===== config.mk =====
export PLATFORM = sky130hd
export DESIGN_NAME = uart_rx_ext_flat
export DESIGN_NICKNAME = d
export VERILOG_FILES = /design/src/rtl/uart_rx_ext_if.sv /design/src/rtl/uart_rx_ext.sv /design/src/flat_wrapper.sv
export SDC_FILE = /design/constraint.sdc
export NUM_CORES = 1
export LEC_CHECK = 0
export CORE_ASPECT_RATIO = 1.25
export CORE_UTILIZATION = 55
export CTS_BUF_LIST = sky130_fd_sc_hd__clkbuf_4
export DETAILED_ROUTE_END_ITERATION = 7
export PLACE_DENSITY = 0.82
export SYNTH_ARGS = -nofsm -noshare
export SYNTH_HDL_FRONTEND = slang
export SYNTH_SLANG_ARGS = --single-unit

===== constraint.sdc =====
create_clock -name clk -period 4.8 [get_ports clk]
set_input_delay 0.72 -clock clk [delete_from_list [all_inputs] [get_ports clk]]
set_output_delay 0.72 -clock clk [all_outputs]
set_load 0.1 [all_outputs]

===== src/rtl/uart_rx_ext_if.sv =====
// Parallel word output of the UART receiver: word, status flags and the valid/ready handshake.
interface uart_rx_ext_if #(
  parameter int DATA_WIDTH = 8
);
  logic [DATA_WIDTH-1:0] data;
  logic                  valid;
  logic                  ready;
  logic                  parity_err;
  logic                  frame_err;
  logic                  overrun;

  modport master (output data, valid, parity_err, frame_err, overrun, input ready);
  modport slave  (input data, valid, parity_err, frame_err, overrun, output ready);
endinterface


===== src/rtl/uart_rx_ext.sv =====
// UART receiver with oversampled 3-sample majority voting, optional parity and 1-2 stop bits.
// valid rises one cycle after the last stop-bit decision; a frame finishing while valid && !ready is dropped and flagged.
module uart_rx_ext #(
  parameter int DATA_WIDTH = 8,
  parameter int BAUD_RATE  = 115200,
  parameter int CLK_FREQ   = 100_000_000,
  parameter int OVERSAMPLE = 16,
  parameter int PARITY     = 0,
  parameter int STOP_BITS  = 1
) (
  input  logic          clk,
  input  logic          rst,
  input  logic          sig,
  uart_rx_ext_if.master rx
);
  localparam int DIV   = CLK_FREQ / (BAUD_RATE * OVERSAMPLE);
  localparam int DIV_W = (DIV > 1) ? $clog2(DIV) : 1;
  localparam int OS_W  = $clog2(OVERSAMPLE);
  localparam int BIT_W = $clog2(DATA_WIDTH);

  localparam logic [DIV_W-1:0] DIV_LAST = DIV_W'(DIV - 1);
  localparam logic [OS_W-1:0]  OS_S0    = OS_W'(OVERSAMPLE / 2 - 1);
  localparam logic [OS_W-1:0]  OS_S1    = OS_W'(OVERSAMPLE / 2);
  localparam logic [OS_W-1:0]  OS_S2    = OS_W'(OVERSAMPLE / 2 + 1);
  localparam logic [OS_W-1:0]  OS_LAST  = OS_W'(OVERSAMPLE - 1);
  localparam logic [BIT_W-1:0] BIT_LAST = BIT_W'(DATA_WIDTH - 1);
  localparam logic             ODD      = (PARITY == 2);
  localparam logic             STOP_LAST = (STOP_BITS == 2);

  typedef enum logic [2:0] {ST_IDLE, ST_START, ST_DATA, ST_PARITY, ST_STOP} state_e;

  state_e                state_q, state_d;
  logic [1:0]            sync_q, sync_d;
  logic                  prev_q, prev_d;
  logic [2:0]            settle_q, settle_d;
  logic [DIV_W-1:0]      div_q, div_d;
  logic [OS_W-1:0]       os_q, os_d;
  logic [BIT_W-1:0]      bit_q, bit_d;
  logic                  stop_q, stop_d;
  logic [DATA_WIDTH-1:0] shift_q, shift_d;
  logic                  s0_q, s0_d, s1_q, s1_d;
  logic                  par_bad_q, par_bad_d, stop_bad_q, stop_bad_d;
  logic [DATA_WIDTH-1:0] data_q, data_d;
  logic                  valid_q, valid_d, parity_err_q, parity_err_d;
  logic                  frame_err_q, frame_err_d, overrun_q, overrun_d;

  logic cur, fall, tick, maj, done;

  assign cur  = sync_q[1];
  // The synchronizer resets high, so edges are ignored until real line samples reach prev_q.
  assign fall = prev_q & ~cur & settle_q[2];
  assign tick = (div_q == DIV_LAST);
  assign maj  = (s0_q & s1_q) | (s0_q & cur) | (s1_q & cur);

  always_comb begin
    sync_d     = {sync_q[0], sig};
    prev_d     = sync_q[1];
    settle_d   = {settle_q[1:0], 1'b1};
    state_d    = state_q;
    div_d      = div_q;
    os_d       = os_q;
    bit_d      = bit_q;
    stop_d     = stop_q;
    shift_d    = shift_q;
    s0_d       = s0_q;
    s1_d       = s1_q;
    par_bad_d  = par_bad_q;
    stop_bad_d = stop_bad_q;
    done       = 1'b0;

    if (state_q == ST_IDLE) begin
      div_d = '0;
      os_d  = '0;
      if (fall) begin
        state_d    = ST_START;
        par_bad_d  = 1'b0;
        stop_bad_d = 1'b0;
      end
    end else begin
      div_d = tick ? '0 : div_q + 1'b1;
      if (tick) begin
        os_d = (os_q == OS_LAST) ? '0 : os_q + 1'b1;
        if (os_q == OS_S0) s0_d = cur;
        if (os_q == OS_S1) s1_d = cur;
        if (os_q == OS_S2) begin
          case (state_q)
            ST_START:  if (maj) state_d = ST_IDLE;
            ST_DATA:   shift_d = {maj, shift_q[DATA_WIDTH-1:1]};
            ST_PARITY: par_bad_d = (^shift_q) ^ maj ^ ODD;
            ST_STOP: begin
              stop_bad_d = stop_bad_q | ~maj;
              // Remainder of the last stop bit is treated as idle so back-to-back frames are caught.
              if (stop_q == STOP_LAST) begin
                done    = 1'b1;
                state_d = ST_IDLE;
              end
            end
            default: ;
          endcase
        end
        if (os_q == OS_LAST) begin
          case (state_q)
            ST_START: begin
              state_d = ST_DATA;
              bit_d   = '0;
            end
            ST_DATA: begin
              if (bit_q == BIT_LAST) begin
                state_d = (PARITY != 0) ? ST_PARITY : ST_STOP;
                stop_d  = 1'b0;
              end else begin
                bit_d = bit_q + 1'b1;
              end
            end
            ST_PARITY: begin
              state_d = ST_STOP;
              stop_d  = 1'b0;
            end
            ST_STOP: stop_d = stop_q + 1'b1;
            default: ;
          endcase
        end
      end
    end

    data_d       = data_q;
    valid_d      = valid_q;
    parity_err_d = parity_err_q;
    frame_err_d  = frame_err_q;
    overrun_d    = overrun_q;
    if (done) begin
      if (!valid_q || rx.ready) begin
        data_d       = shift_q;
        valid_d      = 1'b1;
        parity_err_d = par_bad_q;
        frame_err_d  = stop_bad_d;
        overrun_d    = 1'b0;
      end else begin
        overrun_d = 1'b1;
      end
    end else if (valid_q && rx.ready) begin
      valid_d = 1'b0;
    end
  end

  always_ff @(posedge clk) begin
    if (rst) begin
      state_q      <= ST_IDLE;
      sync_q       <= 2'b11;
      prev_q       <= 1'b1;
      settle_q     <= '0;
      div_q        <= '0;
      os_q         <= '0;
      bit_q        <= '0;
      stop_q       <= 1'b0;
      shift_q      <= '0;
      s0_q         <= 1'b1;
      s1_q         <= 1'b1;
      par_bad_q    <= 1'b0;
      stop_bad_q   <= 1'b0;
      data_q       <= '0;
      valid_q      <= 1'b0;
      parity_err_q <= 1'b0;
      frame_err_q  <= 1'b0;
      overrun_q    <= 1'b0;
    end else begin
      state_q      <= state_d;
      sync_q       <= sync_d;
      prev_q       <= prev_d;
      settle_q     <= settle_d;
      div_q        <= div_d;
      os_q         <= os_d;
      bit_q        <= bit_d;
      stop_q       <= stop_d;
      shift_q      <= shift_d;
      s0_q         <= s0_d;
      s1_q         <= s1_d;
      par_bad_q    <= par_bad_d;
      stop_bad_q   <= stop_bad_d;
      data_q       <= data_d;
      valid_q      <= valid_d;
      parity_err_q <= parity_err_d;
      frame_err_q  <= frame_err_d;
      overrun_q    <= overrun_d;
    end
  end

  assign rx.data       = data_q;
  assign rx.valid      = valid_q;
  assign rx.parity_err = parity_err_q;
  assign rx.frame_err  = frame_err_q;
  assign rx.overrun    = overrun_q;
endmodule


===== src/flat_wrapper.sv =====
// flat-port wrapper written by rule: the top's interface ports become plain ports
module uart_rx_ext_flat 
#(
  parameter int DATA_WIDTH = 8,
  parameter int BAUD_RATE  = 115200,
  parameter int CLK_FREQ   = 100_000_000,
  parameter int OVERSAMPLE = 16,
  parameter int PARITY     = 0,
  parameter int STOP_BITS  = 1
)
  (clk, rst, sig, rx_data, rx_valid, rx_parity_err, rx_frame_err, rx_overrun, rx_ready);
  uart_rx_ext_if #(.DATA_WIDTH(DATA_WIDTH)) rx_i ();
  input  logic clk;
  input  logic rst;
  input  logic sig;
  output wire logic [$bits(rx_i.data)-1:0] rx_data;
  output wire logic [$bits(rx_i.valid)-1:0] rx_valid;
  output wire logic [$bits(rx_i.parity_err)-1:0] rx_parity_err;
  output wire logic [$bits(rx_i.frame_err)-1:0] rx_frame_err;
  output wire logic [$bits(rx_i.overrun)-1:0] rx_overrun;
  input wire logic [$bits(rx_i.ready)-1:0] rx_ready;
  assign rx_data = rx_i.data;
  assign rx_valid = rx_i.valid;
  assign rx_parity_err = rx_i.parity_err;
  assign rx_frame_err = rx_i.frame_err;
  assign rx_overrun = rx_i.overrun;
  assign rx_i.ready = rx_ready;
  uart_rx_ext #(.DATA_WIDTH(DATA_WIDTH), .BAUD_RATE(BAUD_RATE), .CLK_FREQ(CLK_FREQ), .OVERSAMPLE(OVERSAMPLE), .PARITY(PARITY), .STOP_BITS(STOP_BITS)) u_core (.clk(clk), .rst(rst), .sig(sig), .rx(rx_i));
endmodule

Word-level counts from Yosys, hierarchy flattened
Index checks and enable logic that the tools add are counted.
{"block": "op_classes", "n_eq_ne": 14, "muxes": 35, "reduce_logical": 22, "addsub": 4, "bitwise": 12}
{"op": "3-bit 2-to-1 mux", "count": 9}
{"op": "1-bit 2-to-1 mux", "count": 21}
{"op": "4-bit == test, second input constant", "count": 3}
{"op": "3-bit case mux with 2 select lines", "count": 2}
{"op": "5-bit AND reduction", "count": 2}
{"op": "2-bit nonzero test", "count": 5}
{"op": "3-bit case mux with 3 select lines", "count": 1}
{"op": "4-bit AND reduction", "count": 2}
{"op": "8-bit parity", "count": 1}
{"op": "6-bit by 1-bit adder with 6-bit output, second input constant", "count": 1}
{"op": "3-bit by 2-bit == test with 1-bit output, second input constant", "count": 2}
{"op": "3-bit == test, second input constant", "count": 2}
{"op": "6-bit == test, second input constant", "count": 1}
{"op": "2-bit AND reduction", "count": 3}
{"op": "3-bit AND reduction", "count": 2}
{"op": "1-bit AND", "count": 5}
{"op": "4-bit by 1-bit adder with 4-bit output, second input constant", "count": 1}
{"op": "4-bit by 3-bit == test with 1-bit output, second input constant", "count": 1}
{"op": "4-bit 2-to-1 mux", "count": 1}
{"op": "2-bit by 1-bit inequality test with 1-bit output, second input constant", "count": 2}
{"op": "2-bit inequality test, second input constant", "count": 2}
{"op": "3-bit by 1-bit adder with 3-bit output, second input constant", "count": 1}
{"op": "3-bit by 1-bit == test with 1-bit output, second input constant", "count": 1}
{"op": "3-bit zero test", "count": 1}
{"op": "other kinds (11)", "count": 15}
{"block": "word_totals", "input_bits": 4, "out_inout_bits": 12, "ff_bits": 47, "word_cells": 106}

Depth between registers and ports, before layout
Gate-level depths: netlist of run 1.
{"block": "depth", "word_depth": 11, "ltp_mapped": 8, "mapped_depth_nobuf": 7}

Worst setup path before layout of run 1
Ideal clock, no wire load.
{"block": "synth_timing", "path_type": "register to register", "startpoint": "reg u_core.state_q[0]", "endpoint": "reg u_core.data_q[0], in the netlist u_core.rx.data[0]", "setup_ps": 128, "required_ps": 4672, "slack_ps": 2707, "arrival_time_ps": 1965, "path_buffers": 2, "synth_period_minus_slack_ps": 2093, "path_stages_with_launch": 8, "path_cell_list": "dfxtp_1 -> buf_6 -> or3b_4 -> or4_4 -> nor3b_4 -> buf_6 -> mux2i_1 -> nor2_1"}
{"block": "synth_between", "elab_chain_cells": 6, "word_cells_on_any_way": 7, "cone_classes": "eq/ne: 1; mux: 4; reduce/logical: 2"}
{"element": "start: declaration", "line": "uart_rx_ext.sv:32", "rtl": "state_e state_q, state_d;"}
{"element": "start signal: assignment", "line": "uart_rx_ext.sv:167", "rtl": "state_q <= state_d;"}
{"element": "3-bit == test", "line": "uart_rx_ext.sv:86", "rtl": "case (state_q)"}
{"element": "1-bit 2-to-1 mux", "line": "uart_rx_ext.sv:86"}
{"element": "1-bit 2-to-1 mux", "line": "uart_rx_ext.sv:85", "rtl": "if (os_q == OS_S2) begin"}
{"element": "1-bit 2-to-1 mux", "line": "uart_rx_ext.sv:81", "rtl": "if (tick) begin"}
{"element": "1-bit 2-to-1 mux (*)", "line": "uart_rx_ext.sv:71", "rtl": "if (state_q == ST_IDLE) begin"}
{"element": "2-bit AND reduction (no source line) (*)"}
{"element": "end signal: assignment", "line": "uart_rx_ext.sv:180", "rtl": "data_q <= data_d;"}
{"element": "end: declaration", "line": "uart_rx_ext.sv:43", "rtl": "logic [DATA_WIDTH-1:0] data_q, data_d;"}
Every way passes the cells marked *; elsewhere a longest branch is shown, timed or not.
A chain may end at the register's enable or synchronous reset.

Final worst setup path of run 1
{"block": "layout_timing", "startpoint": "reg u_core.frame_err_q, in the netlist u_core.rx.frame_err", "endpoint": "out rx_frame_err"}
{"element": "start: declaration", "line": "uart_rx_ext.sv:45", "rtl": "logic frame_err_q, frame_err_d, overrun_q, overrun_d;"}
{"element": "start signal: assignment", "line": "uart_rx_ext.sv:183", "rtl": "frame_err_q <= frame_err_d;"}
{"element": "end: declaration", "line": "flat_wrapper.sv:19", "rtl": "output wire logic [$bits(rx_i.frame_err)-1:0] rx_frame_err;"}
No word-level cell between the ends.

==> results by group, run 1 <==
Outcome
  • Status: completed

Layout
  • Most common cell after layout, fill and taps aside: dfxtp_1
  • Layout cell share with drive strength beyond 1: about 9.0%
  • Reg area: about 940 sq um
  • Area grow syn2layout: 10.02%
  • Inserted Diodes: 0
  • Most frequent cells in the layout: dfxtp_1 (47), nor2_1 (32), mux2i_1 (20)
  • Core Util, Final: approximately 63%
  • Footprint of the multi-input gates: between 1000 and 1500 sq um
  • Fin nets: roughly 230
  • FILL cells: 299

Clocking
  • Postcts setup bufs: 0
  • Num Clock Sinks: 47
  • Post-cts resize count: 0
  • Hold_buf cts: 0
  • Max H-tree Level: 2
  • Worst skew pair latency: 360 ps
  • CTS Root Cell: clkbuf_4
  • Total CTS buffers: 5
  • Max clock buf depth: 2
  • Clock-pin slew of the registers on the worst-case setup and hold paths: between 100 and 150 ps
  • CTS tree: done

Critical path
  • WP data required: 4080 ps
  • Startpoint class of the critical path: flip-flop
  • Crit-path cells: clkdlybuf4s50_1
  • Cell depth of the worst flop-to-flop path: 5
  • WP data arrival: 1890 ps
  • CP top delay family: buffers and inverters
  • Setup CP Type: flip-flop to primary output
  • CP max-delay cell: clkdlybuf4s50_1
  • Crit path depth: 1
  • Crit-path max FO: 2
  • Largest stage delay, worst path: roughly 1100 ps
  • Worst path bufs/invs: 1
  • CP endpoint kind: primary output

Synth
  • #FFs+latches synth: 47
  • Seq/Total Area, Yosys: a little under half
  • Post-Syn Area: between 2000 and 2500 sq um
  • Ys flop type: dfxtp_1
  • Number of synthesized flops with an enable pin: 0
  • Avg Cell Area, Syn: 9.768 sq um
  • Async SR Flop Fraction: 0%
  • Synthesized net count: 218
  • Library cells used by synthesis: 40
  • Synthesized instance count: slightly above 200
  • Yosys warns: 0

Pwr
  • Worst VDD drop: approximately 260 uV
  • Pwr/cell area: between 200 and 300 nW/um^2
  • Static Leak: 0.7508 nW

STA
  • Setup_tns: 0 ps
  • Max-slew violation count: 0
  • FMAX: 0.3837 GHz
  • Min Clock Period, post-route: ~2600 ps
  • Fin. Hold Viols: 0
  • RSZ-0062 raised after global routing: no
  • Tightest Pin Transition: between 900 and 1000 ps
  • Max Clock Skew: between 9 and 10 ps
  • Period utilization: 54.29%
  • Worst slew margin: a little over a third
  • Final setup vio count: 0

Detailed routing
  • Wirelength per Cell: between 10 and 15 um
  • Starting DRT DRC Count: between 50 and 60
  • Vias: about 1500
  • DRT Pass-1 Iters: 4
  • WL final: roughly 3300 um
  • ANT nets after route: 0
  • # DRC: 0
  • Vias per Instance: roughly 5.6

Global route
  • Vias in the first global route: between 1000 and 1500
  • First-pass GRT wire length: 5678 um
  • Largest net degree at the start of global routing: 37
  • Total Routing Usage GR: a little under a fifth
  • Remaining global-route overflow: 0
  • Initial antenna violation count: 0

Die
  • Die area: roughly 3900 sq um
  • Core area: around 3500 sq um
  • Top-level I/O count: 16
  • Die W: about 56 um
  • Chip Height: ~70 um
  • Starting Density: 57.55%
  • Row count: 24

Job
  • Max cap viols: 0

Worst hold path
  • Hold path cells: 1
  • Worst Hold Class: flip-flop to flip-flop

Placed design
  • Post-detail-place hpwl: 2317 um
  • GP Congestion: 0.7839
  • Port buffer count: 15
## sequential cells by signal, indices dropped and copies added, names as in the netlist
signal,flops
u_core.s0_q,1
u_core.stop_q,1
u_core.bit_q,3
u_core.rx.parity_err,1
u_core.par_bad_q,1
u_core.rx.overrun,1
u_core.shift_q,8
u_core.os_q,4
u_core.div_q,6
u_core.state_q,3
u_core.settle_q,3
u_core.rx.frame_err,1
u_core.rx.valid,1
u_core.stop_bad_q,1
u_core.sync_q,2
u_core.prev_q,1
u_core.s1_q,1
u_core.rx.data,8
## worst register-to-register path, stage by stage, from the launching register on
cell and delay [ps]:
dfxtp_1 490, or3b_4 430, or4_4 520, nor3b_4 630, mux2i_1 300, nor2_1 70
## per-stage QoR
| step | hold slack [ps] | area (sq um) | cells | power, mW | worst slack [ps] |
|---|---|---|---|---|---|
| after floorplan | 389.5 | 2022 | 207 | 0.4084 | 2707 |
| after global routing | 454.7 | 2225 | 261 | 0.5909 | 2111 |
| final | 427.3 | 2225 | 261 | 0.5698 | 2194 |
| after CTS | 430.6 | 2225 | 261 | 0.5751 | 2178 |
| after detailed placement | 400.4 | 2178 | 254 | 0.4123 | 2314 |
| after global placement | 391.4 | 2178 | 254 | 0.4121 | 2361 |
## cells by family after synthesis
group	Yosys count	synth area share (%)
AOI/OAI and AO/OA	22	6.560
xor gates and xnor gates	12	5.879
adders and majority gates	8	4.827
buffers and inverters	14	3.589
DFF	47	46.53
muxes	20	9.901
and+or+nand+nor	84	22.71
## cell usage after synthesis (2+ instances only)
cell type / n / share of area (%)
nor3_1: 3 / 0.74
nor2_1: 32 / 5.9
buf_6: 2 / 1.1
mux2i_1: 20 / 9.9
or3_1: 4 / 1.2
nand3_1: 6 / 1.5
or2_2: 6 / 1.9
o31ai_1: 2 / 0.74
o21ai_0: 2 / 0.50
and3_1: 2 / 0.62
xnor2_1: 8 / 3.5
inv_1: 6 / 1.1
xor2_1: 3 / 1.3
a21oi_1: 14 / 3.5
nand2_1: 10 / 1.9
nand3b_1: 3 / 1.1
dfxtp_1: 47 / 47
clkbuf_1: 4 / 0.74
or4_1: 2 / 0.74
ha_1: 7 / 4.3
nand2b_1: 3 / 0.93
nor2b_1: 3 / 0.93
## per-layer routing
| metal | track usage (%) | vias to the layer above | part of all wire (%) |
|---|---|---|---|
| li1 | - | 735 | - |
| met1 | 22.20 | 682 | 47 |
| met2 | 28.84 | 35 | 46 |
| met3 | 5.224 | 10 | 4.2 |
| met4 | 11.38 | 0 | 2.7 |
| met5 | 0 | - | 0 |
## power by group
part | total (mW) | internal, mW | switching (mW)
Clock | 0.166 | 0.0520 | 0.114
Sequential | 0.393 | 0.392 | 0.00120
Combinational | 0.0100 | 0.00434 | 0.00570
Total | 0.570 | 0.449 | 0.121
## worst paths after layout
kind                                          end  slack (ps)           startpoint
worst max-delay path                 rx_frame_err        2190  u_core.rx.frame_err
worst min-delay path             u_core.sync_q[1]         430     u_core.sync_q[0]
worst max register to register  u_core.rx.data[7]        2250    u_core.state_q[2]
worst min register to register   u_core.sync_q[1]         430     u_core.sync_q[0]
## area by class of cell
type / count / share of cell area (%)
flip-flops and latches: 47 / 42.29
well taps: 39 / 2.193
clock buffers: 5 / 1.687
multi-input cells: 146 / 45.33
repair buffers: 16 / 7.087
clock inverters: 2 / 0.3937
inverters: 6 / 1.012
(Power assumes the default switching activity.)
==> run 2: changes to the inputs <==
clock period = 2.5 ns   (was 4.8 ns; I/O delays follow)
==> results by group, run 2 (same netlist as run 1, synthesis figures left out) <==
Clocking
  • Hold_buf cts: 0 (unchanged)
  • CTS Root Cell: clkbuf_4
  • Total CTS buffers: 5 (unchanged)
  • Worst skew pair latency: 360 ps (about the same)
  • Clock-pin slew of the registers on the worst-case setup and hold paths: 130 ps (about the same)
  • Num Clock Sinks: 47 (unchanged)
  • Max clock buf depth: 2 (unchanged)
  • CTS tree: done
  • Postcts setup bufs: 0 (unchanged)
  • Max H-tree Level: 2 (unchanged)
  • Post-cts resize count: 0 (unchanged)

Global route
  • Total Routing Usage GR: 18.87% (+0.42 points)
  • Vias in the first global route: 1311 (-2.7%)
  • First-pass GRT wire length: 5720 um (+0.74%)
  • Remaining global-route overflow: 0 (unchanged)
  • Initial antenna violation count: 0 (unchanged)
  • Largest net degree at the start of global routing: 36 (-2.7%)

Die
  • Die W: 56.23 um (unchanged)
  • Row count: 24 (unchanged)
  • Starting Density: 57.55% (unchanged)
  • Core area: 3513 sq um (unchanged)
  • Top-level I/O count: 16 (unchanged)
  • Die area: 3924 sq um (unchanged)
  • Chip Height: 69.79 um (unchanged)

STA
  • Period utilization: roughly nine tenths
  • Worst slew margin: 63.93% (+28 points)
  • Min Clock Period, post-route: around 2200 ps
  • Fin. Hold Viols: 0 (unchanged)
  • Final setup vio count: 0 (unchanged)
  • RSZ-0062 raised after global routing: no
  • Setup_tns: 0 ps (unchanged)
  • Max Clock Skew: 8.728 ps (-0.3167 ps)
  • Tightest Pin Transition: 539.3 ps (-424.7 ps)
  • Max-slew violation count: 0 (unchanged)
  • FMAX: approximately 0.45 GHz

Critical path
  • Crit-path max FO: 12 (+10)
  • CP endpoint kind: flip-flop
  • Startpoint class of the critical path: flip-flop
  • R2r setup slk: 270 ps (-1980 ps)
  • WP data required: 2750 ps (-1330 ps)
  • WP data arrival: 2480 ps (+590 ps)
  • Setup CP Type: flip-flop to flip-flop

Layout
  • Core Util, Final: 63.07% (-0.25 points)
  • Most frequent cells in the layout: dfxtp_1 (47), nor2_1 (32), mux2i_1 (20)
  • FILL cells: 298 (-0.33%)
  • Inserted Diodes: 0 (unchanged)
  • Fin nets: 235 (+0.86%)
  • Layout cell share with drive strength beyond 1: 16.00% (+7.0 points)
  • Most common cell after layout, fill and taps aside: dfxtp_1
  • Area grow syn2layout: 9.592%

Pwr
  • Clock power frac: 30.5% (+1.3 points)
  • Sw Pwr: 0.2483 mW (+100%)
  • Pwr/cell area: 503.2 nW/um^2 (+96%)
  • Internal power: 0.8668 mW (+93%)
  • Worst VDD drop: 416.1 uV (+60%)
  • Logic gate share of total power: 1.7% (about the same)
  • Switching part of the total: 22.26% (+1.0 points)
  • Static Leak: 0.7915 nW (+5.4%)
  • Seq pwr share: 67.7% (-1.4 points)

Outcome
  • Status: completed

Detailed routing
  • DRT Pass-1 Iters: 5 (+1)
  • ANT nets after route: 0 (unchanged)
  • Starting DRT DRC Count: 46 (-22%)
  • # DRC: 0 (unchanged)
  • Wirelength per Cell: 12.98 um (+2.6%)
  • WL final: 3427 um (+3.8%)
  • Vias: 1449 (-0.89%)
  • Vias per Instance: 5.489 (-2.0%)

Placed design
  • Port buffer count: 15 (unchanged)
  • Post-detail-place hpwl: 2398 um (+3.5%)
  • GP Congestion: 0.7949 (+1.4%)

Worst hold path
  • Worst Hold Class: flip-flop to flip-flop

Job
  • Max cap viols: 0 (unchanged)
==> run 2: cell types whose count changed in the layout (fill, tap and decap cells not counted), sizes merged <==
cell           before  now
buf                 1   15
clkdlybuf4s50      15    3
clkinv              2    3
==> run 2: through the flow <==
step                area, sq um  hold WS [ps]  power (mW)  worst slack (ps)  std cells
detailed placement         2163         401.4      0.7915             276.4        256
global route               2216         437.2       1.153             154.7        264
global placement           2163         392.8      0.7914             352.0        256
floorplan                  2022         389.5      0.7842             407.4        207
finish                     2216         426.9       1.115             270.3        264
CTS                        2216         431.9       1.129             253.7        264
==> run 2: worst max-delay path: stages, from the launching register on <==
cell	delay, ps
dfxtp_1	490
or3b_4	420
or4_4	520
nor3b_4	170
buf_4	250
mux2i_1	220
nor2_1	50
==> run 2: power groups by stage <==
stage / Clock, mW / Combinational, mW / Sequential (mW)
final: 0.340 / 0.0193 / 0.755
after global placement: 0 / 0.0194 / 0.772
after global routing: 0.376 / 0.0213 / 0.756
after floorplan: 0 / 0.0129 / 0.771
after CTS: 0.354 / 0.0195 / 0.756
after detailed placement: 0 / 0.0193 / 0.772
==> run 2: final cells by class <==
cell class / count / area, sq um / share of cell area (%)
multi-input combinational: 146 / 1008 / 45.51
sequential: 47 / 940.9 / 42.46
inverter: 6 / 22.52 / 1.016
clock inverter: 3 / 15.01 / 0.6776
timing repair buffer: 18 / 142.6 / 6.437
tap: 39 / 48.80 / 2.202
clock buffer: 5 / 37.54 / 1.694
==> run 2: layer usage <==
layer	global-route usage [%]	share of wire (%)
met5	0	0
met3	5.224	4.1
met1	23.14	44
met4	10.84	2.5
met2	29.50	49
==> run 2: worst paths after layout <==
kind,endpoint,start,cells past startpoint
hold reg to reg,u_core.sync_q[1],u_core.sync_q[0],1
setup / recovery,u_core.rx.data[5],u_core.state_q[2],6
hold / removal,u_core.sync_q[1],u_core.sync_q[0],1
setup reg to reg,u_core.rx.data[5],u_core.state_q[2],6
==> run 3: changes to the inputs <==
RECOVER_POWER = 25   (was default)
==> results by group, run 3 (same netlist as run 1, synthesis figures left out) <==
STA
  • Period utilization: 91.47% (+2.3 points)
  • Setup_tns: 0 ps (unchanged)
  • Max-slew violation count: 0 (unchanged)
  • RSZ-0062 raised after global routing: no
  • Tightest Pin Transition: 1438 ps (+898.7 ps)
  • FMAX: 0.4373 GHz (-2.5%)
  • Worst slew margin: 4.133% (-60 points)
  • Final hold slack: 427.0 ps (+0.08600 ps)
  • Final setup vio count: 0 (unchanged)
  • Fin. Hold Viols: 0 (unchanged)
  • Min Clock Period, post-route: 2287 ps (+57.11 ps)
  • Max Clock Skew: 8.081 ps (-0.6470 ps)

Layout
  • Area grow syn2layout: 7.921%
  • Layout cell share with drive strength beyond 1: 12.00% (-4.0 points)
  • Core Util, Final: 62.11% (-0.96 points)
  • Fin cells: 264 (unchanged)
  • Most common cell after layout, fill and taps aside: dfxtp_1
  • Fin nets: 235 (unchanged)
  • FILL cells: 304 (+2.0%)
  • Most frequent cells in the layout: dfxtp_1 (47), nor2_1 (32), mux2i_1 (20)
  • Footprint of the multi-input gates: 1008 sq um (unchanged)
  • Inserted Diodes: 0 (unchanged)
  • Reg area: 940.9 sq um (unchanged)

Critical path
  • CP endpoint kind: flip-flop
  • Setup CP Type: flip-flop to flip-flop
  • Crit path depth: 6 (unchanged)
  • Cell depth of the worst flop-to-flop path: 6 (unchanged)
  • Critical path endpoint: u_core.rx.data[5]
  • WP data required: 2700 ps (-50 ps)
  • Crit-path cells: or3b_4 -> or4_4 -> nor3b_4 -> buf_4 -> mux2i_1 -> nor2_1
  • R2r setup slk: 210 ps (-60 ps)
  • CP top delay family: simple AND/OR/NAND/NOR gates
  • Largest stage delay, worst path: 520 ps (about the same)
  • Worst path bufs/invs: 1 (unchanged)
  • WP data arrival: 2490 ps (about the same)
  • CP max-delay cell: or4_4
  • R2r endpoint: u_core.rx.data[5]
  • Startpoint class of the critical path: flip-flop
  • CP Launch Point: u_core.state_q[2]
  • Crit-path max FO: 12 (unchanged)
  • Reg-to-reg startpoint: u_core.state_q[2]

Clocking
  • Max H-tree Level: 2 (unchanged)
  • Worst skew pair latency: 360 ps (about the same)
  • Num Clock Sinks: 47 (unchanged)
  • Clock-pin slew of the registers on the worst-case setup and hold paths: 130 ps (about the same)
  • Max clock buf depth: 2 (unchanged)
  • Post-cts resize count: 0 (unchanged)
  • CTS Root Cell: clkbuf_4
  • Postcts setup bufs: 0 (unchanged)
  • Total CTS buffers: 5 (unchanged)
  • CTS tree: done
  • Hold_buf cts: 0 (unchanged)

Detailed routing
  • Wirelength per Cell: 12.96 um (-0.18%)
  • # DRC: 0 (unchanged)
  • Met2 wire len: 1676 um (-0.30%)
  • WL final: 3421 um (-0.18%)
  • WL met3: 137 um (-1.4%)
  • ANT nets after route: 0 (unchanged)
  • Vias: 1449 (unchanged)
  • Met1 wire length: 1521 um (unchanged)
  • Starting DRT DRC Count: 41 (-11%)
  • Top Metal Used: met4
  • Vias per Instance: 5.489 (unchanged)
  • DRT Pass-1 Iters: 4 (-1)

Placed design
  • Dpl cells: 256 (unchanged)
  • Post-detail-place hpwl: 2398 um (unchanged)
  • Port buffer count: 15 (unchanged)
  • GP Congestion: 0.7949 (unchanged)

Outcome
  • Status: completed

Global route
  • Remaining global-route overflow: 0 (unchanged)
  • Largest net degree at the start of global routing: 36 (unchanged)
  • First-pass GRT wire length: 5720 um (unchanged)
  • Initial antenna violation count: 0 (unchanged)
  • Total Routing Usage GR: 18.87% (unchanged)
  • Vias in the first global route: 1311 (unchanged)

Die
  • Die W: 56.23 um (unchanged)
  • Starting Density: 57.55% (unchanged)
  • Core area: 3513 sq um (unchanged)
  • Row count: 24 (unchanged)
  • Top-level I/O count: 16 (unchanged)
  • Die area: 3924 sq um (unchanged)
  • Chip Height: 69.79 um (unchanged)

Pwr
  • Static Leak: 0.7540 nW (-4.7%)
  • Worst VDD drop: 417.0 uV (+0.20%)
  • Pwr/cell area: 510.2 nW/um^2 (+1.4%)

Worst hold path
  • Worst Hold Class: flip-flop to flip-flop
  • HP Start: u_core.sync_q[0]

Job
  • Max cap viols: 0 (unchanged)
-- run 3: how the worst min path moves through the flow --
stage,to,slack (ps),depth (start not counted)
floorplan,u_core.sync_q[1],390,1
global placement,u_core.sync_q[1],390,1
detailed placement,u_core.sync_q[1],400,1
CTS,u_core.sync_q[1],430,1
global route,u_core.sync_q[1],440,1
finish,u_core.sync_q[1],430,1
-- run 3: per-layer routing --
layer,vias to the layer above,global-route usage (%)
met3,8,5.224
met4,0,10.84
li1,743,-
met2,26,29.50
met5,-,0
met1,672,23.14
-- run 3: where the power goes --
part	total (mW)	internal [mW]	switching, mW
clock network	0.340	0.105	0.235
registers	0.755	0.753	0.00199
logic	0.0183	0.00737	0.0110
total	1.11	0.866	0.248
-- run 3: through the flow --
step	total power [mW]	instance area (sq um)	setup slack (ps)
6_report	1.113	2182	213.1
4_1_cts	1.129	2216	253.7
3_5_place_dp	0.7915	2163	276.4
5_1_grt	1.153	2182	102.1
3_3_place_gp	0.7914	2163	352.0
2_1_floorplan	0.7842	2022	407.4
-- run 3: layout make-up --
cell class,instances,area share (%)
Clock buffer,5,1.720
Timing Repair Buffer,18,4.989
Inverter,6,1.032
Sequential cell,47,43.12
Multi-Input combinational cell,146,46.22
Clock inverter,3,0.6881
Tap cell,39,2.236
==> edit 1 (settings of run 3) <==
`PARITY` is set to 0 in 2 places; all go to 1.
--- a/src/rtl/uart_rx_ext.sv
+++ b/src/rtl/uart_rx_ext.sv
@@ -6,5 +6,5 @@
   parameter int CLK_FREQ   = 100_000_000,
   parameter int OVERSAMPLE = 16,
-  parameter int PARITY     = 0,
+  parameter int PARITY     = 1,
   parameter int STOP_BITS  = 1
 ) (
--- a/src/flat_wrapper.sv
+++ b/src/flat_wrapper.sv
@@ -6,5 +6,5 @@
   parameter int CLK_FREQ   = 100_000_000,
   parameter int OVERSAMPLE = 16,
-  parameter int PARITY     = 0,
+  parameter int PARITY     = 1,
   parameter int STOP_BITS  = 1
 )
Function: same outputs for any inputs over 10 cycles, from zero or initial values and one cycle with rst high; that may be too few to reach the edited logic, so the function may still have changed.
==> edit 1 against run 3 <==
Register-to-register slack gained 0.28 ns. Total power is 20% higher. Area after synthesis grew 3.8%. Sequential cell count stayed put. Count of clock-buffer cells in the layout rose by 1. Routed wire length increased by 5.7%. Clock skew grew 0.0070 ns. Sequential power about the same. Final area rose by 5.7%. Combinational power rose by 11%. Setup slack improved by 0.26 ns. Largest cell class unchanged. Largest power group unchanged.
==> edit 1: results <==
[cells_and_area]
final_cells = 271
fillers = 291
fin_nets = 242
drive_above_1_share = 0.121

[sta]
hold-worst-slack_ns = 0.429
slew_headroom = 0.118
fin_skew_ns = 0.0151

[global_routing]
grt_pass1_vias = 1376
grt_pass1_wl_um = 6290
grt_use_total = 0.201
grt_max_degree = 34

[route]
drt_iter0_drc = 40
wl_um = 3620

[placed_design]
dpl.cell_count = 263
gp_congestion = 0.764
hpwl_um = 2550

[pwr]
max-vdd-ir-drop_uv = 458
p_leak_nw = 0.826

[critical_path]
r2r-start = u_core.bit_q[0]
reg2reg_depth = 7
cp_slowest_cell = clkbuf_1
timing.rr.end = u_core.bit_q[0]
reg2reg_slack_ns = 0.49
cp.arrival_ns = 2.29
slowest_delay_ns = 0.97

[logic_synthesis]
synthTopCellsByCount = 47 x dfxtp_1, 32 x nor2_1, 21 x mux2i_1
syn_inst = 216
synthesis.nets = 227
ys_top_cells_by_area = dfxtp_1 45%, mux2i_1 10%, nor2_1 5.7%
yosys_most_used_dff = dfxtp_1
ys_types = 51
seq_area_frac_synth = 0.448

[run_status]
outcome = completed

[worst_hold_path]
worstHoldEndpoint = u_core.sync_q[1]
-- edit 1: cell types whose count changed in the layout (fill, tap and decap cells not counted), moves of 2 or more --
cell / delta
a21oi_1: -6
a31oi_1: +2
and3b_1: +2
bufinv_16: +2
clkinv_2: -3
nand2_1: +4
nand3b_1: -2
nand4_1: +3
nor2_4: +2
or2_2: -2
or3_1: -2
-- edit 1: per-layer routing --
| layer | wire (um) | global-route usage |
|---|---|---|
| met1 | 1670 | 0.253 |
| met2 | 1760 | 0.329 |
| met3 | 112 | 0.0439 |
| met4 | 72 | 0.0894 |
| met5 | 0 | 0 |
-- edit 1: logic make-up after synthesis --
kind of cell	after synthesis	share of synthesized area
buffers and inverters	15	0.0334
muxes	22	0.106
and+or+nand+nor	91	0.242
xor gates and xnor gates	12	0.0567
adders and majority gates	8	0.0465
AOI/OAI and AO/OA	21	0.0674
DFF	47	0.448
-- edit 1: where the power goes --
| group | switching, mW | leakage, nW | internal [mW] |
|---|---|---|---|
| Combinational | 0.0121 | 0.390 | 0.00821 |
| Clock | 0.242 | 0.0559 | 0.323 |
| Sequential | 0.00272 | 0.380 | 0.754 |
-- edit 1: final cells by class --
| type | count | share of cell area |
|---|---|---|
| inverter | 6 | 0.00977 |
| tap | 39 | 0.0212 |
| sequential | 47 | 0.408 |
| clock buffer | 6 | 0.0195 |
| multi-input combinational | 154 | 0.472 |
| timing repair buffer | 17 | 0.0440 |
| clock inverter | 2 | 0.0260 |
-- edit 1: how the worst max path moves through the flow --
stage | depth (start not counted) | start | end
after floorplan | 7 | u_core.bit_q[0] | u_core.bit_q[0]
after global placement | 7 | u_core.bit_q[0] | u_core.bit_q[0]
after detailed placement | 7 | u_core.bit_q[0] | u_core.bit_q[0]
after CTS | 7 | u_core.bit_q[0] | u_core.bit_q[0]
after global routing | 4 | rst | u_core.rx.frame_err
final | 4 | rst | u_core.rx.frame_err
-- edit 1: through the flow --
stage	instance area, um2	worst slack (ns)
after floorplan	2100	0.676
after global placement	2230	0.621
after detailed placement	2230	0.526
after CTS	2340	0.494
after global routing	2310	0.316
final	2310	0.478
==> edit 2 (settings of run 3) <==
Without the edit above. `os_q`, `shift_q` and `data_q` no longer have a reset.
--- a/src/rtl/uart_rx_ext.sv
+++ b/src/rtl/uart_rx_ext.sv
@@ -151,13 +151,10 @@
       settle_q     <= '0;
       div_q        <= '0;
-      os_q         <= '0;
       bit_q        <= '0;
       stop_q       <= 1'b0;
-      shift_q      <= '0;
       s0_q         <= 1'b1;
       s1_q         <= 1'b1;
       par_bad_q    <= 1'b0;
       stop_bad_q   <= 1'b0;
-      data_q       <= '0;
       valid_q      <= 1'b0;
       parity_err_q <= 1'b0;
@@ -170,13 +167,10 @@
       settle_q     <= settle_d;
       div_q        <= div_d;
-      os_q         <= os_d;
       bit_q        <= bit_d;
       stop_q       <= stop_d;
-      shift_q      <= shift_d;
       s0_q         <= s0_d;
       s1_q         <= s1_d;
       par_bad_q    <= par_bad_d;
       stop_bad_q   <= stop_bad_d;
-      data_q       <= data_d;
       valid_q      <= valid_d;
       parity_err_q <= parity_err_d;
@@ -184,4 +178,10 @@
       overrun_q    <= overrun_d;
     end
+  end
+
+  always_ff @(posedge clk) begin
+    os_q    <= os_d;
+    shift_q <= shift_d;
+    data_q  <= data_d;
   end
 
Function: same outputs for any inputs over 10 cycles, from zero or initial values and one cycle with rst high; that may be too few to reach the edited logic, so the function may still have changed.
==> edit 2 against run 3 <==
Routed wire length down 1.4%. Maximum frequency up 21%. Via count shrank 10%. Setup slack gained 0.39 ns. Sequential share of layout area is 7.1 points higher. Final area increased by 0.52%. Highest routed layer unchanged. Global-route usage grew 0.90 points. Area after synthesis decreased by 1.8%. Total power is 4.5% higher. Sequential cell count unchanged. Non-clock buffer count shrank 2. Largest power group unchanged. Critical path depth shrank 1.
==> edit 2: results <==
[sta]
fmax_mhz = 528
hold-worst-slack_ns = 0.429

[placed_design]
gp_congestion = 0.812
pre_cts_ws_ns = 0.581
hpwl_um = 2550
placed_area_um2 = 2140

[cells_and_area]
num-multi-input-gates = 118
multi_input_area_share = 0.384
signal_buffer_area_fraction = 0.0582
fillers = 281
drive_above_1_share = 0.176
fin_nets = 203
nNonClkInverters = 4
nClkBuffers = 6
multiInputGateArea_um2 = 843
clkCellAreaFrac = 0.0262

[run_status]
outcome = completed

[logic_synthesis]
synthesis.nets = 186
syn_inst = 175
synth-edff-count = 16
synth-adder-area-share = 0.0491
ys_top_cells_by_area = dfxtp_1 31%, edfxtp_1 24%, ha_1 4.4%
seq_area_frac_synth = 0.555

[route]
wl_um = 3370
drt_iter0_drc = 30
wl_per_cell_um = 14.5

[critical_path]
r2r-start = u_core.div_q[0]
cp.arrival_ns = 1.91
reg2reg_slack_ns = 0.61
path_max_fanout = 8

[pwr]
max-vdd-ir-drop_uv = 383
p_leak_nw = 0.737

[global_routing]
grt_pass1_wl_um = 5830
grt_use_total = 0.198
==> edit 2: cell count changes in the layout (fill, tap and decap cells not counted), sizes merged, moves of 7 or more <==
cell    change
buf         +7
clkbuf      -8
dfxtp      -16
edfxtp     +16
mux2i      -15
nand2       +8
nor2       -15
==> edit 2: metal layers <==
metal | track usage | wire length [um] | share of wire | vias up
met5 | 0 | 0 | 0 | -
met4 | 0.106 | 80 | 0.024 | 0
met3 | 0.0485 | 118 | 0.035 | 9
met2 | 0.371 | 1830 | 0.54 | 28
met1 | 0.195 | 1340 | 0.40 | 621
li1 | - | - | - | 644
==> edit 2: where the power goes <==
part | total [mW] | leakage [nW] | switching, mW | internal, mW
clock | 0.356 | 0.0317 | 0.237 | 0.120
combinational | 0.0163 | 0.316 | 0.00824 | 0.00806
sequential | 0.791 | 0.390 | 0.00222 | 0.789
==> edit 2: worst register-to-register path, delay by kind of cell (launching register included) <==
family                   cells  cell delay, ns
adder cells (fa/ha/maj)      1            0.22
flip-flops                   1            0.41
AND/OR/NAND/NOR              4            0.92
